### config.mk
export PLATFORM = sky130hd
export DESIGN_NAME = sb_master
export DESIGN_NICKNAME = d
export VERILOG_FILES = /design/src/rtl/sb_master.sv
export SDC_FILE = /design/constraint.sdc
export NUM_CORES = 1
export LEC_CHECK = 0
export CAP_MARGIN = 20
export CORE_MARGIN = 3
export CORE_UTILIZATION = 45
export CTS_CLUSTER_SIZE = 14
export DETAILED_ROUTE_END_ITERATION = 8
export HOLD_SLACK_MARGIN = 0.12
export PLACE_DENSITY_LB_ADDON = 0.3
export SYNTH_ARGS = -nofsm -noshare
export SYNTH_HDL_FRONTEND = slang
export SYNTH_SLANG_ARGS = --single-unit
### constraint.sdc
create_clock -name sb_clk -period 5.6 [get_ports sb_clk]
set_input_delay 0.84 -clock sb_clk [delete_from_list [all_inputs] [get_ports sb_clk]]
set_output_delay 0.84 -clock sb_clk [all_outputs]
set_load 0.02 [all_outputs]
### src/rtl/sb_master.sv
// sb_master: single-outstanding bus master bridging a simple core request port onto a
// split read (AR/R) and write (W/B) handshake bus, with a per-phase timeout.
//
// Parameters:
//   TIMEOUT_CYC  cycles allowed per bus phase before abort (0 disables the timeout)
// Ports:
//   sb_clk, sb_rst_n                      clock, asynchronous active-low reset
//   req_valid/req_ready, req_we,
//   req_addr, req_wdata, req_wstrb        core request
//   rsp_valid, rsp_rdata, rsp_err         one-cycle completion pulse with data/error
//   sb_arvalid/sb_arready, sb_araddr      read address phase
//   sb_rvalid/sb_rready, sb_rdata         read data phase
//   sb_wvalid/sb_wready, sb_waddr,
//   sb_wdata, sb_wstrb                    write phase
//   sb_bvalid/sb_bready, sb_bresp         write response phase (bresp 1 = error)
module sb_master #(
    parameter int unsigned TIMEOUT_CYC = 255
) (
    input  logic        sb_clk,
    input  logic        sb_rst_n,
    input  logic        req_valid,
    output logic        req_ready,
    input  logic        req_we,
    input  logic [31:0] req_addr,
    input  logic [31:0] req_wdata,
    input  logic [3:0]  req_wstrb,
    output logic        rsp_valid,
    output logic [31:0] rsp_rdata,
    output logic        rsp_err,
    output logic        sb_arvalid,
    input  logic        sb_arready,
    output logic [31:0] sb_araddr,
    input  logic        sb_rvalid,
    output logic        sb_rready,
    input  logic [31:0] sb_rdata,
    output logic        sb_wvalid,
    input  logic        sb_wready,
    output logic [31:0] sb_waddr,
    output logic [31:0] sb_wdata,
    output logic [3:0]  sb_wstrb,
    input  logic        sb_bvalid,
    output logic        sb_bready,
    input  logic        sb_bresp
);

    typedef enum logic [2:0] {StIdle, StAr, StR, StW, StB, StRsp} state_e;

    localparam bit          TimeoutEn = (TIMEOUT_CYC != 0);
    localparam logic [15:0] CntLast   = (TIMEOUT_CYC == 0) ? 16'd0 : 16'(TIMEOUT_CYC - 1);

    state_e      state_q, state_d;
    logic [31:0] addr_q, addr_d;
    logic [31:0] wdata_q, wdata_d;
    logic [3:0]  wstrb_q, wstrb_d;
    logic [31:0] rdata_q, rdata_d;
    logic        err_q, err_d;
    logic [15:0] cnt_q, cnt_d;
    logic        rready_q, rready_d;
    logic        bready_q, bready_d;
    logic        expired;
    logic        in_phase;

    // Last permitted cycle of the current phase; a handshake in this cycle still wins.
    assign expired  = TimeoutEn && (cnt_q == CntLast);
    assign in_phase = (state_q == StAr) || (state_q == StR) ||
                      (state_q == StW)  || (state_q == StB);

    always_comb begin
        state_d = state_q;
        addr_d  = addr_q;
        wdata_d = wdata_q;
        wstrb_d = wstrb_q;
        rdata_d = rdata_q;
        err_d   = err_q;
        unique case (state_q)
            StIdle: begin
                if (req_valid) begin
                    addr_d  = req_addr;
                    wdata_d = req_wdata;
                    wstrb_d = req_wstrb;
                    state_d = req_we ? StW : StAr;
                end
            end
            StAr: begin
                if (sb_arready) begin
                    state_d = StR;
                end else if (expired) begin
                    state_d = StRsp;
                    rdata_d = '0;
                    err_d   = 1'b1;
                end
            end
            StR: begin
                if (sb_rvalid) begin
                    state_d = StRsp;
                    rdata_d = sb_rdata;
                    err_d   = 1'b0;
                end else if (expired) begin
                    state_d = StRsp;
                    rdata_d = '0;
                    err_d   = 1'b1;
                end
            end
            StW: begin
                if (sb_wready) begin
                    state_d = StB;
                end else if (expired) begin
                    state_d = StRsp;
                    rdata_d = '0;
                    err_d   = 1'b1;
                end
            end
            StB: begin
                if (sb_bvalid) begin
                    state_d = StRsp;
                    rdata_d = '0;
                    err_d   = sb_bresp;
                end else if (expired) begin
                    state_d = StRsp;
                    rdata_d = '0;
                    err_d   = 1'b1;
                end
            end
            StRsp:   state_d = StIdle;
            default: state_d = StIdle;
        endcase

        // Counter restarts on every phase entry and only runs while a phase is held.
        if (in_phase && (state_d == state_q)) begin
            cnt_d = cnt_q + 16'd1;
        end else begin
            cnt_d = '0;
        end

        // Registered from next state so the drain readies stay low while reset is held.
        rready_d = (state_d == StR) || (state_d == StIdle);
        bready_d = (state_d == StB) || (state_d == StIdle);
    end

    always_ff @(posedge sb_clk or negedge sb_rst_n) begin
        if (!sb_rst_n) begin
            state_q  <= StIdle;
            addr_q   <= '0;
            wdata_q  <= '0;
            wstrb_q  <= '0;
            rdata_q  <= '0;
            err_q    <= 1'b0;
            cnt_q    <= '0;
            rready_q <= 1'b0;
            bready_q <= 1'b0;
        end else begin
            state_q  <= state_d;
            addr_q   <= addr_d;
            wdata_q  <= wdata_d;
            wstrb_q  <= wstrb_d;
            rdata_q  <= rdata_d;
            err_q    <= err_d;
            cnt_q    <= cnt_d;
            rready_q <= rready_d;
            bready_q <= bready_d;
        end
    end

    assign req_ready  = (state_q == StIdle);
    assign rsp_valid  = (state_q == StRsp);
    assign rsp_rdata  = rdata_q;
    assign rsp_err    = err_q;
    assign sb_arvalid = (state_q == StAr);
    assign sb_araddr  = addr_q;
    assign sb_rready  = rready_q;
    assign sb_wvalid  = (state_q == StW);
    assign sb_waddr   = addr_q;
    assign sb_wdata   = wdata_q;
    assign sb_wstrb   = wstrb_q;
    assign sb_bready  = bready_q;

endmodule

* Yosys cells after proc, flatten, opt, wreduce, memory -nomap -nowiden
Index checks and enable logic that the tools add are counted.
** Word-level totals
- Register bits after elaboration :: 122
- Bits of input ports :: 109
** Operators by class
- $add $sub $neg :: 1
- Eq/ne operators :: 11
- Mux-type cells :: 21
- Reductions and logical operators :: 11
** Operators by type and width (count)
- 2-to-1 mux 32 bit :: 5
- one-hot mux 32 bit (4 select lines) :: 1
- 2-to-1 mux 3 bit :: 6
- adder 16 x 1 -> 16 bit (second input constant) :: 1
- equality test 16 x 8 -> 1 bit (second input constant) :: 1
- 2-to-1 mux 16 bit :: 1
- one-hot mux 3 bit (5 select lines) :: 1
- equality test 3 x 2 -> 1 bit (second input constant) :: 3
- equality test 3 bit (second input constant) :: 3
- logical NOT 3 bit :: 2
- logical OR 1 bit :: 5
- 2-to-1 mux 1 bit :: 5
- != test 2 bit (second input constant) :: 2
- one-hot mux 1 bit (4 select lines) :: 1
- nonzero test 4 bit :: 1
- equality test 3 x 1 -> 1 bit (second input constant) :: 1
- equality test 3 bit :: 1
- AND reduction 3 bit :: 1
- 2-to-1 mux 2 bit :: 1
- AND reduction 2 bit :: 1
- logical AND 1 bit :: 1

* Depth between registers and ports, before layout
- Word-level depth :: 7
- Depth in mapped cells :: 8

* Worst setup path before layout
Ideal clock, no wire load.
- Path type :: register to output
- Start point :: register state_q[0]
- End point :: output port sb_arvalid
- Arrival :: 1.359 ns
- Required time :: 4.760 ns
- Path slack :: 3.401 ns
- Cell stages (with the launch flop) :: 5
- Path buffers :: 2
- Cells stage by stage :: dfrtp_1 -> buf_2 -> clkbuf_1 -> inv_1 -> nor3_1
** Between the ends
- Word-level cells in the longest chain between the ends :: 1
** Ends and longest elaborated chain
- start, declared :: line 51 : state_e state_q, state_d;
- start signal, assigned :: line 142 : state_q <= StIdle;
- start signal, assigned :: line 152 : state_q <= state_d;
- equality test 3 x 1 -> 1 bit :: line 168 : assign sb_arvalid = (state_q == StAr);
- end, declared :: line 30 : output logic sb_arvalid,
Every way passes these cells.

* Worst setup path in the final report
- Start point :: register state_q[1]
- End point :: output port sb_wvalid
** Between the ends
- Word-level cells in the longest chain between the ends :: 1
** Ends and longest elaborated chain
- equality test 3 x 2 -> 1 bit :: line 171 : assign sb_wvalid = (state_q == StW);
- end, declared :: line 36 : output logic sb_wvalid,
Every way passes these cells.

==> results.md <==
- Outcome: finished, final reports clean
- Pwr/cell area: 646 nW/um^2
- Largest net degree at the start of global routing: 91
- Number of global-route vias before repair: 4202
- Syn Nets: 504
- # resized after CTS: 0
- Arrival time of the worst setup path: 2140 ps
- Tcrit/Tclk final: 0.532
- Cts bufs inserted: 17
- Clock skew: 7.35 ps
- Post-route ant nets: 0
- First-pass GRT wire length: 22900 microns
- Largest vdd supply drop: 0.476 mV
- Via density: 5.37
- Syn avg cell area: 13.5 sq um
- Critical Path RT: 4760 ps
- Final hold vios: 0
- GR Util All Layers: 0.228
- Unique masters post-synth: 42
- Leading post-synthesis cells by instance count: dfrtp_1 (122), mux2_2 (68), buf_4 (34)
- Per-cell routed wire length: 19.7 microns
- Flops & latches, synth: 122
- Mapped Area: 5310 sq um
- Final WL: 15100 microns
- Area Growth Syn to Fin: 56.7%
- Post-synth top area share: 0.575
- Starting DRT DRC Count: 277
- Max_slew headroom: 0.395
- Clock sinks: 122
- Synth Warn #: 0
- Hold Buf Count CTS: 0
- DRC violations left: 0
- Layout cells sized above 1: 0.195
- Worst min-delay path class: input pin to async pin
- Post-CTS setup buffer count: 0
- CP max FO: 16
- Clock Tree Buf Depth: 2
- Hold slack: 317 ps
- Worst path max stage delay: 650 ps
- TritonCTS clock tree: built
- Worst-skew pair later-pin latency: 410 ps
- Critical-path cell list: nor2b_1 > and2_1 > clkdlybuf4s50_1
- CP Class: flop to primary output
- Post-synth EDFFs: 0
- Slew Limit Fails: 0
- Async SR Flop Fraction: 1.00
- GR Overflow Total: 0
- Worst-margin pin slew: 905 ps
- Sequential cell area fraction in the yosys report: 0.575
- CTS H-Tree Depth: 4
- Routability congestion estimate: 0.800
- Ranking of synthesized cells by area: dfrtp_1 (58%), mux2_2 (14%), a22o_1 (5.1%), buf_4 (4.8%), a211oi_2 (2.4%)
- Synth area leader: dfrtp_1
- Top-Level Pins: 248
- Die height: 115 microns
- Initial antenna violation count: 0
- Post-layout min period: 2980 ps
- Leakage power: 3.45 nW
- Fillers: 766
- Commonest register cell after synthesis: dfrtp_1
- Gate Count Post-Synth: 393
- Antenna Cells: 0
- Vias: 4106
- Reg clk slew, reported paths: 60 ps
- Core area: 11500 sq um
- Final #Nets: 719
- Site Rows: 39
- Setup TNS: 0 ps
- Most frequent cell after synthesis: dfrtp_1
- Root buf cell: clkbuf_16
- DP HPWL: 10900 microns
- Total power draw: 5.37 mW
- TritonRoute pass-1 iters: 5
- Max Fclk: 0.336 GHz
- Critical path endpoint category: primary output
- Max-Cap Viols: 0
- R2R depth: 4
- PortBufs: 247
- Die area: 13100 sq um
- Slowest CP cell: dfrtp_1
- Setup violators final: 0
- Unrepaired setup endpoints after global routing: no
- Starting density of the core: 0.463
- Die X: 115 microns
- Startpoint Class: flop
==> cells by family (layout without fill, tap and decap cells) <==
| logic type | after synthesis | count (layout) | synth area share |
|---|---|---|---|
| adders and majority gates | 2 | 2 | 0.00472 |
| AOI/OAI and AO/OA | 68 | 68 | 0.112 |
| buffers and inverters | 60 | 288 | 0.0738 |
| and+or+nand+nor | 57 | 57 | 0.0630 |
| xor gates and xnor gates | 14 | 14 | 0.0231 |
| DFF | 122 | 122 | 0.575 |
| muxes | 70 | 70 | 0.148 |
==> registers in the layout, summed over array words and instances (netlist names) <==
register	count
rsp_err	1
state_q	3
cnt_q	16
sb_wstrb	4
sb_wdata	32
sb_bready	1
sb_rready	1
sb_araddr	32
rsp_rdata	32
==> power by group <==
part / total [mW] / switching, mW / leakage (nW) / internal [mW]
sequential: 1.56 / 0.284 / 1.47 / 1.28
clock: 1.18 / 0.404 / 0.294 / 0.771
combinational: 2.63 / 1.29 / 1.69 / 1.34
total: 5.37 / 1.98 / 3.45 / 3.39
==> cell usage in the layout, fill, tap and decap left out, drive strengths merged, types with 6 or more instances in the layout <==
cell | Yosys | routed
clkbuf | 6 | 19
nor2 | 8 | 8
buf | 50 | 6
o21ai | 6 | 6
clkdlybuf4s50 | 0 | 246
dfrtp | 122 | 122
nand2 | 8 | 8
xor2 | 12 | 12
mux2 | 68 | 68
nand4 | 8 | 8
inv | 4 | 6
a22o | 31 | 31
clkinvlp | 0 | 6
a211oi | 16 | 16
==> final timing paths <==
path,slack (ps),start,to
max in group asynchronous,4170,sb_rst_n,sb_wdata[13]
max reg2reg,3110,state_q[0],sb_wdata[15]
min in group sb_clk,500,rsp_rdata[3],rsp_rdata[3]
min reg2reg,500,rsp_rdata[3],rsp_rdata[3]
min,320,sb_rst_n,sb_araddr[8]
max,2620,state_q[1],sb_wvalid
==> per-layer routing <==
metal	vias to the layer above	global-route usage	routed length, microns
met2	210	0.406	8060
met3	22	0.0719	1100
met4	0	0.0625	210
li1	1834	-	-
met5	-	0	0
met1	2040	0.263	5680
==> critical path: cells and delay by family, from the launching register on <==
kind                   cells  cell delay, ps
AND/OR/NAND/NOR            2             450
buffers and inverters      1             630
flip-flops                 1             650
==> stage by stage <==
| step | util | instance area [sq um] | instances | worst slack, ps |
|---|---|---|---|---|
| after floorplan | - | 5310 | 393 | 3400 |
| after global placement | 0.663 | 7600 | 729 | 2690 |
| after detailed placement | 0.665 | 7630 | 730 | 2620 |
| after CTS | 0.721 | 8270 | 762 | 2620 |
| after global routing | 0.725 | 8310 | 764 | 2470 |
| final | 0.725 | 8310 | 764 | 2620 |
==> layout make-up <==
| type | count | area, sq um | share of cell area |
|---|---|---|---|
| sequential | 122 | 3050 | 0.367 |
| timing repair buffer | 252 | 2550 | 0.307 |
| multi-input combinational | 211 | 1870 | 0.225 |
| clock buffer | 19 | 453 | 0.0545 |
| clock inverter | 13 | 191 | 0.0230 |
| tap | 143 | 179 | 0.0215 |
| inverter | 4 | 15.0 | 0.00181 |
No activity file was read; power rests on OpenSTA's default activity.
